--- src/rtl/l1_trigger_event_capture.sv ---
// l1_trigger_event_capture
// Merges per-beam trigger activity inside a fixed holdoff window into one
// timestamped event record, queues records in a first-word-fall-through FIFO
// and streams them out on a 128-bit AXI4-Stream port.
//
// state  | meaning
// -------+-----------------------------------------------------------------
// IDLE   | armed when enable_i is high; first active trigger opens a window
// GATHER | OR trigger bits into the mask until the window counter expires
// WRITE  | push the finished record (or count it as dropped), triggers ignored

module l1_trigger_event_capture #(
    parameter int NBEAMS     = 2,
    parameter int HOLDOFF    = 16,
    parameter int FIFO_DEPTH = 16
) (
    input  logic              aclk,
    input  logic              reset_i,
    input  logic [NBEAMS-1:0] trig_i,
    input  logic              enable_i,
    output logic [127:0]      evt_tdata,
    output logic              evt_tvalid,
    input  logic              evt_tready,
    output logic [15:0]       drop_count_o
);

    localparam int AW = $clog2(FIFO_DEPTH);

    typedef enum logic [1:0] {
        S_IDLE   = 2'd0,
        S_GATHER = 2'd1,
        S_WRITE  = 2'd2
    } state_t;

    state_t            state;
    state_t            state_nxt;
    logic [7:0]        win_cnt;
    logic [7:0]        win_cnt_nxt;
    logic [47:0]       ts;
    logic [47:0]       ev_ts;
    logic [47:0]       ev_ts_nxt;
    logic [NBEAMS-1:0] ev_mask;
    logic [NBEAMS-1:0] ev_mask_nxt;
    logic              push_req;

    logic [15:0]       seq;
    logic [15:0]       drop_count;
    logic [127:0]      rec;

    logic [127:0]      mem [FIFO_DEPTH];
    logic [AW-1:0]     wr_ptr;
    logic [AW-1:0]     rd_ptr;
    logic [AW:0]       occ;
    logic              fifo_full;
    logic              pop;
    logic              push_ok;

    // Free-running 48-bit timestamp, zero in the first cycle after reset.
    always_ff @(posedge aclk or posedge reset_i) begin
        if (reset_i) begin
            ts <= '0;
        end else begin
            ts <= ts + 48'd1;
        end
    end

    // FSM and event-capture registers.
    always_ff @(posedge aclk or posedge reset_i) begin
        if (reset_i) begin
            state   <= S_IDLE;
            win_cnt <= '0;
            ev_ts   <= '0;
            ev_mask <= '0;
        end else begin
            state   <= state_nxt;
            win_cnt <= win_cnt_nxt;
            ev_ts   <= ev_ts_nxt;
            ev_mask <= ev_mask_nxt;
        end
    end

    // Next-state logic. The window counter is loaded with HOLDOFF-1 in the
    // opening cycle, so GATHER lasts HOLDOFF-1 cycles and the window spans
    // exactly HOLDOFF cycles including the opening one.
    always_comb begin
        state_nxt   = state;
        win_cnt_nxt = win_cnt;
        ev_ts_nxt   = ev_ts;
        ev_mask_nxt = ev_mask;
        push_req    = 1'b0;
        case (state)
            S_IDLE: begin
                if (enable_i && (|trig_i)) begin
                    ev_ts_nxt   = ts;
                    ev_mask_nxt = trig_i;
                    win_cnt_nxt = 8'(HOLDOFF - 1);
                    state_nxt   = S_GATHER;
                end
            end
            S_GATHER: begin
                ev_mask_nxt = ev_mask | trig_i;
                win_cnt_nxt = win_cnt - 8'd1;
                if (win_cnt == 8'd1) begin
                    state_nxt = S_WRITE;
                end
            end
            S_WRITE: begin
                push_req  = 1'b1;
                state_nxt = S_IDLE;
            end
            default: begin
                state_nxt = S_IDLE;
            end
        endcase
    end

    // Assemble the outgoing record from the captured event fields.
    always_comb begin
        rec              = '0;
        rec[127:112]     = seq;
        rec[111:64]      = ev_ts;
        rec[63:48]       = drop_count;
        rec[NBEAMS-1:0]  = ev_mask;
    end

    // A full FIFO still accepts when the head leaves in the same cycle: the
    // write slot then equals the slot being vacated.
    assign fifo_full = (occ == (AW + 1)'(FIFO_DEPTH));
    assign pop       = evt_tvalid && evt_tready;
    assign push_ok   = push_req && (!fifo_full || pop);

    // Record storage; contents are only observed while occupancy is nonzero.
    always_ff @(posedge aclk) begin
        if (push_ok) begin
            mem[wr_ptr] <= rec;
        end
    end

    // FIFO pointers and occupancy.
    always_ff @(posedge aclk or posedge reset_i) begin
        if (reset_i) begin
            wr_ptr <= '0;
            rd_ptr <= '0;
            occ    <= '0;
        end else begin
            if (push_ok) begin
                wr_ptr <= wr_ptr + 1'b1;
            end
            if (pop) begin
                rd_ptr <= rd_ptr + 1'b1;
            end
            case ({push_ok, pop})
                2'b10:   occ <= occ + 1'b1;
                2'b01:   occ <= occ - 1'b1;
                default: occ <= occ;
            endcase
        end
    end

    // Sequence number advances per accepted record; drops saturate.
    always_ff @(posedge aclk or posedge reset_i) begin
        if (reset_i) begin
            seq        <= '0;
            drop_count <= '0;
        end else begin
            if (push_ok) begin
                seq <= seq + 16'd1;
            end
            if (push_req && !push_ok && (drop_count != 16'hFFFF)) begin
                drop_count <= drop_count + 16'd1;
            end
        end
    end

    assign evt_tvalid   = (occ != '0);
    assign evt_tdata    = evt_tvalid ? mem[rd_ptr] : '0;
    assign drop_count_o = drop_count;

endmodule

--- config.mk ---
export PLATFORM = sky130hd
export DESIGN_NAME = l1_trigger_event_capture
export DESIGN_NICKNAME = d
export VERILOG_FILES = /design/src/rtl/l1_trigger_event_capture.sv
export SDC_FILE = /design/constraint.sdc
export NUM_CORES = 1
export LEC_CHECK = 0
export CAP_MARGIN = 20
export CORE_ASPECT_RATIO = 0.8
export CORE_MARGIN = 3
export CORE_UTILIZATION = 39
export CTS_CLUSTER_DIAMETER = 50
export DETAILED_ROUTE_END_ITERATION = 8
export GPL_TIMING_DRIVEN = 0
export PLACE_DENSITY = 0.53
export SYNTH_ARGS = -nofsm -noshare
export SYNTH_HDL_FRONTEND = slang
export SYNTH_SLANG_ARGS = --single-unit
--- constraint.sdc ---
create_clock -name aclk -period 11.1 [get_ports aclk]
set_clock_uncertainty 0.05 [all_clocks]
set_input_delay 3.33 -clock aclk [delete_from_list [all_inputs] [get_ports aclk]]
set_output_delay 3.33 -clock aclk [all_outputs]
set_load 0.01 [all_outputs]
==> results of run 1 <==
-- layout make-up --
type | instances | area (um^2) | share of cell area
repair buffers | 222 | 2953 | 0.04411
clock inverters | 77 | 814.5 | 0.01217
plain buffers | 169 | 873.3 | 0.01305
diodes | 1 | 2.502 | 0.00003738
well taps | 1890 | 2365 | 0.03533
multi-input cells | 999 | 12610 | 0.1883
flip-flops and latches | 1465 | 43230 | 0.6458
clock buffers | 198 | 4043 | 0.06039
inverters | 13 | 56.30 | 0.0008411
-- per-stage QoR --
step,cells,power (uW)
detailed placement,4751,8468
global placement,4640,8417
floorplan,2646,7510
global route,5034,13740
CTS,5026,13410
finish,5034,13260
-- critical path, delay by kind of cell, from the launching register on --
kind / cells / cell delay [ns]
AO/OA/AOI/OAI: 1 / 0.44
AND/OR/NAND/NOR: 3 / 1.61
buffers and inverters: 2 / 1.38
flip-flops: 1 / 0.43
-- cells in the final DEF (no fill, tap or decap), types with 13 or more instances in the layout --
master           instances
nand2_1                 43
buf_2                   53
o22ai_1                 82
mux2i_1                165
xnor2_1                 61
clkbuf_1                88
dfrtp_1                153
buf_12                  40
clkbuf_8                13
buf_6                   54
and3_1                  14
xor2_1                  22
buf_1                   18
buf_4                   47
ha_1                    13
clkinv_1                17
conb_1                  46
clkdlybuf4s50_1        104
clkinv_2                18
nor2_1                  25
edfxtp_1              1312
mux2_2                  53
nand4_1                 22
nand3_1                 34
mux4_2                 328
clkbuf_16              149
-- worst paths after layout --
| check | end | cells after the start | from |
|---|---|---|---|
| min in group asynchronous | ev_ts[19]$_DFFE_PP0P_ | 2 | reset_i |
| worst min register to register | ts[47]$_DFF_PP0_ | 1 | ts[47]$_DFF_PP0_ |
| worst min-delay path | ts[47]$_DFF_PP0_ | 1 | ts[47]$_DFF_PP0_ |
| worst max-delay path | evt_tdata[109] | 6 | occ[0]$_DFFE_PP0P_ |
| worst max register to register | mem[9][52]$_DFFE_PP_ | 8 | occ[4]$_DFFE_PP0P_ |
| max in group asynchronous | win_cnt[2]$_DFFE_PP0P_ | 3 | reset_i |
-- sequential cells by signal, indices dropped and copies added, names as in the netlist, 4 cells and up --
register,flops
drop_count_o,16
wr_ptr,4
seq,16
ts,48
rd_ptr,4
win_cnt,8
mem,1312
occ,5
ev_ts,48
-- metal layers --
| metal | vias to the layer above | routed length (um) | global-route usage |
|---|---|---|---|
| li1 | 11540 | - | - |
| met1 | 14730 | 61050 | 0.2642 |
| met2 | 861 | 67820 | 0.3036 |
| met3 | 190 | 8039 | 0.03416 |
| met4 | 0 | 3605 | 0.05985 |
| met5 | - | 0 | 0 |
-- power groups by stage --
stage                     Sequential (uW)  Clock (uW)  Combinational (uW)
after floorplan                      6070           0                1440
after global routing                 5960        5280                2500
final                                5960        4940                2360
after detailed placement             6080           0                2390
after CTS                            5960        5060                2390
after global placement               6080           0                2340
-- cells by family after synthesis --
kind of cell	count (synthesis)	share of synthesized area
AO/OA/AOI/OAI	112	0.01303
XOR/XNOR	83	0.01287
adder cells (fa/ha/maj)	14	0.003235
buffers and inverters	182	0.01633
flip-flops	1465	0.7654
multiplexers	547	0.1708
other	1	0.00006640
AND/OR/NAND/NOR	197	0.01826
==> summary.md, run 1 <==
| Metric | Value |
|---|---|
| First-pass GRT wire length | roughly 200,000 um |
| TritonRoute pass-1 iters | 8 |
| Share of layout cells above drive strength 1 | 0.2698 |
| Syn Area/Cell | between 20 and 25 um^2 |
| Synth Flop Type | edfxtp_1 |
| Final nets | around 3,000 |
| Most common cell in the synthesized netlist | edfxtp_1 |
| Crit path DAT | 4.66 ns |
| Vert. Die Dim | ~350 um |
| Clock Pin Slew Worst Setup and Hold Paths | approximately 0.060 ns |
| Slew Limit Fails | 0 |
| Total CTS buffers | about 150 |
| Via count | roughly 27,000 |
| Crit. End Element | output port |
| CP Launch Type | flip-flop |
| Cts hold-fix bufs | 0 |
| Int Pwr | just under 10,000 uW |
| Worst setup margin | 3.065 ns |
| Final worst-path cycle share | 0.7239 |
| Clock sinks | 1,465 |
| DPL Wire Length | a little over 90,000 um |
| Post-synth top cells | 1,312 x edfxtp_1, 328 x mux4_2, 165 x mux2i_1, 153 x dfrtp_1, 82 x o22ai_1 |
| Leak Pwr | 0.02529 uW |
| P&R area growth vs syn | 18.53% |
| 1st-iter DRT viols | roughly 2,500 |
| Fmax | 124.5 MHz |
| EDFF count, synth | about 1,300 |
| Post-Place Setup Slack | roughly 3.4 ns |
| Resized Gates After CTS | 0 |
| Max Cap Viol | 0 |
| Largest net degree at the start of global routing | about 100 |
| Synth top area cells | edfxtp_1 70%, mux4_2 13%, dfrtp_1 6.8% |
| Slew @ Worst Pin | approximately 1.2 ns |
| Outcome | finished clean |
| Setup TNS | 0 ns |
| Reg-to-reg setup timing slack | slightly below 7 ns |
| Overflow after GRT | 0 |
| Combinational share of power | 0.178 |
| Synth Instances | 2,601 |
| Setup Crit Path Kind | flip-flop to output port |
| Port bufs | approximately 100 |
| Rel. slew slack | 0.1919 |
| Minimum clock period | about 8 ns |
| Root buffer cell | clkbuf_16 |
| Layout fillers | roughly 12,000 |
| Seq pwr share | 0.450 |
| Clk_lat worst skew | ~0.8 ns |
| Aggregate routed wire length | 140,500 um |
| Number of global-route vias before repair | around 28,000 |
| Remaining antenna violation count | 0 |
| # Post-CTS Setup Buffers | 0 |
| Hold Crit Class | flip-flop to flip-flop |
| Routed wire per std cell | between 20 and 30 um |
| Maximum VDD drop | 0.1357 mV |
| Switching share of power | 0.2754 |
| Placer Congestion | around 0.71 |
| Starting Density | 0.3939 |
| H-Tree Depth | 4 |
| RSZ-0062 raised after global routing | false |
| Core area | ~140,000 um^2 |
| Yosys top cell by area | edfxtp_1 |
| Cell Rows | between 100 and 150 |
| Yosys warning total | 0 |
| Netlist cell types | 54 |
| Cell Pwr Density | 198.1 nW/um^2 |
| Crit-path max cell delay | between 0.7 and 0.8 ns |
| Fraction of registers with async set/reset | 0.1044 |
| Sequential area share after synthesis | 0.7654 |
| DR vias/cell | 5.426 |
| Hold slack final | approximately 0.43 ns |
| Final setup vio count | 0 |
| CP Cell Sequence | nor4_1 > nand2b_1 > nand2_1 > clkbuf_1 > o22ai_1 > clkdlybuf4s50_1 |
| Post-synthesis register bit count | approximately 1,500 |
| Hold Fails Final Rpt | 0 |
| CP required | a little under 8 ns |
| Gr usage total | 0.1892 |
| Max Root-Sink Buffers | 3 |
| Mapped cell area | roughly 56,000 um^2 |
| Worst-path maximum fanout | 10 |
| Fin area | approximately 67,000 um^2 |
| Final Util | 0.4669 |
| Slowest cell on crit path | clkbuf_1 |
| Die area | between 100,000 and 150,000 um^2 |
| Initial antenna violation count | 2 |
| DRC viols | 0 |
| Die W | approximately 430 um |
| Switching Power | about 3700 uW |
| Post-synth top area share | 0.6976 |
| I/O Pins | between 150 and 200 |
| Clk pwr share | 0.373 |
| Area after DPL | 61,980 um^2 |
| TritonCTS clock tree | yes |
Power figures use the tool's default switching activity.
==> run 2, diff against run 1 <==
==> constraint.sdc (replaced) <==
create_clock -name aclk -period 8.3 [get_ports aclk]
set_clock_uncertainty 0.05 [all_clocks]
set_input_delay 2.49 -clock aclk [delete_from_list [all_inputs] [get_ports aclk]]
set_output_delay 2.49 -clock aclk [all_outputs]
set_load 0.01 [all_outputs]
==> summary.md, run 2 (same netlist as run 1, synthesis figures left out) <==
| Metric | Value |
|---|---|
| Outcome | finished clean |
| Most flops, register | mem |
| Placer Congestion | 0.7139 (+0.11%) |
| First-pass GRT wire length | 202,600 um (-0.21%) |
| Worst Hold Depth | 1 (unchanged) |
| FF-to-FF End | mem[0][32]$_DFFE_PP_ |
| Clock sinks | 1,465 (unchanged) |
| 1st-iter DRT viols | 2,743 (+10%) |
| Core area | 143,400 um^2 (unchanged) |
| Cell Rows | 124 (unchanged) |
| Multi-input gate area | 12,630 um^2 (+0.20%) |
| Max Root-Sink Buffers | 3 (unchanged) |
| Worst Reg-to-Reg Cells | 9 (+1) |
| DRC viols | 0 (unchanged) |
| CP Cell Sequence | nor4_1 > nand2b_1 > nand2_1 > clkbuf_1 > o22ai_1 > clkdlybuf4s50_1 |
| TritonRoute pass-1 iters | 6 (-2) |
| Layout fillers | 11,840 (-0.17%) |
| Cell family with most CP delay | simple AND/OR/NAND/NOR gates |
| Fmax | 134.7 MHz |
| CP required | 5.76 ns (-1.96 ns) |
| Worst setup margin | 0.8783 ns (-2.186 ns) |
| Most common cell after layout, fill and taps aside | edfxtp_1 |
| TritonCTS clock tree | yes |
| Metal-1 WL | 59,700 um (-2.2%) |
| Port bufs | 104 (unchanged) |
| Final setup vio count | 0 (unchanged) |
| Cell Pwr Density | 262.2 nW/um^2 (+32%) |
| Root buffer cell | clkbuf_16 |
| Post-Place Setup Slack | 1.394 ns (-1.972 ns) |
| Total CTS buffers | 147 (-1.3%) |
| Worst path buffer plus inverter count | 2 (unchanged) |
| H-Tree Depth | 4 (unchanged) |
| CP Launch Type | flip-flop |
| Rel. slew slack | 0.2416 (+0.04961) |
| Biggest registers after layout | mem: 1312 flops, ev_ts: 48 flops, ts: 48 flops |
| Combinational share of power | 0.183 (+0.005) |
| Share of layout cells above drive strength 1 | 0.2575 (-0.01232) |
| Switching Power | 4779 uW (+31%) |
| Met2 WL post-DR | 68,700 um (+1.3%) |
| Hold Fails Final Rpt | 0 (unchanged) |
| Resized Gates After CTS | 0 (unchanged) |
| Worst-path maximum fanout | 10 (unchanged) |
| Commonest cells after routing, fill and taps aside | 1,312 x edfxtp_1, 328 x mux4_2, 165 x mux2i_1, 153 x dfrtp_1, 151 x clkbuf_16 |
| # Post-CTS Setup Buffers | 0 (unchanged) |
| Number of global-route vias before repair | 28,290 (-0.25%) |
| Maximum VDD drop | 0.2107 mV (+55%) |
| Clock Pin Slew Worst Setup and Hold Paths | 0.06 ns (about the same) |
| Finished Layout Cells | 5,001 (-0.66%) |
| Gr usage total | 0.1891 (about the same) |
| DR vias/cell | 5.455 (+0.52%) |
| Slew Limit Fails | 0 (unchanged) |
| Crit path DAT | 4.88 ns (+0.22 ns) |
| Setup TNS | 0 ns (unchanged) |
| Vert. Die Dim | 346.4 um (unchanged) |
| Slew @ Worst Pin | 1.138 ns (-0.07442 ns) |
| Largest net degree at the start of global routing | 106 (+5.0%) |
| Uppermost layer routed | met4 |
| Clk pwr share | 0.362 (-0.011) |
| Inst Count DP | 4,730 (-0.44%) |
| Switching share of power | 0.2732 (-0.002270) |
| Met3 WL post-DR | 9082 um (+13%) |
| Design Power | 17,500 uW (+32%) |
| I/O Pins | 151 (unchanged) |
| Leak Pwr | 0.02509 uW (-0.82%) |
| P&R area growth vs syn | 18.16% |
| Crit-path max cell delay | 0.86 ns (+0.08 ns) |
| Starting Density | 0.3939 (unchanged) |
| Final Util | 0.4655 (-0.001449) |
| Via count | 27,280 (-0.14%) |
| DPL Wire Length | 89,600 um (-1.4%) |
| R2r startpoint | occ[4]$_DFFE_PP0P_ |
| Crit. End Element | output port |
| Int Pwr | 12,720 uW (+32%) |
| Final worst-path cycle share | 0.8942 |
| Routed wire per std cell | 28.19 um (+0.98%) |
| Final nets | 3,011 (-0.92%) |
| Setup Crit Path Kind | flip-flop to output port |
| RSZ-0062 raised after global routing | false |
| Slowest cell on crit path | clkbuf_1 |
| Die W | 431.5 um (unchanged) |
| Minimum clock period | around 7.4 ns |
| Hold Crit Endpoint | ts[47]$_DFF_PP0_ |
| Aggregate routed wire length | 141,000 um (+0.32%) |
| Reg-to-reg setup timing slack | 4.00 ns (-2.76 ns) |
| Worst Hold Launch | ts[47]$_DFF_PP0_ |
| Initial antenna violation count | 1 (-1) |
| Die area | 149,400 um^2 (unchanged) |
| FF+latch area | 43,230 um^2 (unchanged) |
| Seq pwr share | 0.456 (+0.006) |
| Max reg flops | 1,312 (unchanged) |
| Overflow after GRT | 0 (unchanged) |
| Remaining antenna violation count | 0 (unchanged) |
| Cts hold-fix bufs | 0 (unchanged) |
| Hold Crit Class | flip-flop to flip-flop |
| Clk_lat worst skew | 0.76 ns (-0.02 ns) |
| Max Cap Viol | 0 (unchanged) |
[run 2: worst max-delay path by stage]
stage | endpoint | cells after the start | start | slack [ns]
global route | evt_tdata[109] | 6 | occ[0]$_DFFE_PP0P_ | 0.86
finish | evt_tdata[109] | 6 | occ[0]$_DFFE_PP0P_ | 0.88
floorplan | mem[12][0]$_DFFE_PP_ | 5 | evt_tready | 0.93
detailed placement | mem[0][31]$_DFFE_PP_ | 10 | evt_tready | 1.39
global placement | mem[9][30]$_DFFE_PP_ | 6 | evt_tready | -5.98
CTS | evt_tdata[109] | 7 | rd_ptr[1]$_DFFE_PP0P_ | 0.85
[run 2: area by class of cell]
cell class / count / area share
clock buffer: 204 / 0.06111
multi-input combinational: 999 / 0.1893
buffer: 169 / 0.01309
tap: 1890 / 0.03544
inverter: 13 / 0.0008437
timing repair buffer: 196 / 0.04496
clock inverter: 61 / 0.007369
antenna: 4 / 0.0001500
sequential: 1465 / 0.6478
[run 2: layer usage]
| layer | vias to the layer above | GRT usage |
|---|---|---|
| li1 | 11490 | - |
| met1 | 14630 | 0.2647 |
| met2 | 962 | 0.3051 |
| met3 | 201 | 0.03330 |
| met4 | 0 | 0.05627 |
| met5 | - | 0 |
[run 2: power groups by stage]
stage               Sequential (uW)  Combinational, uW  Clock, uW
floorplan                      8120               1930          0
global placement               8120               3180          0
detailed placement             8120               3250          0
CTS                            7970               3270       6480
global route                   7970               3370       6770
finish                         7970               3190       6330
[run 2: through the flow]
stage                     instance area, um^2  hold WS, ns
after floorplan                         56660       0.3901
after global placement                  60070       0.4111
after detailed placement                62120       0.4138
after CTS                               66690       0.4259
after global routing                    66720       0.4451
final                                   66730       0.4301
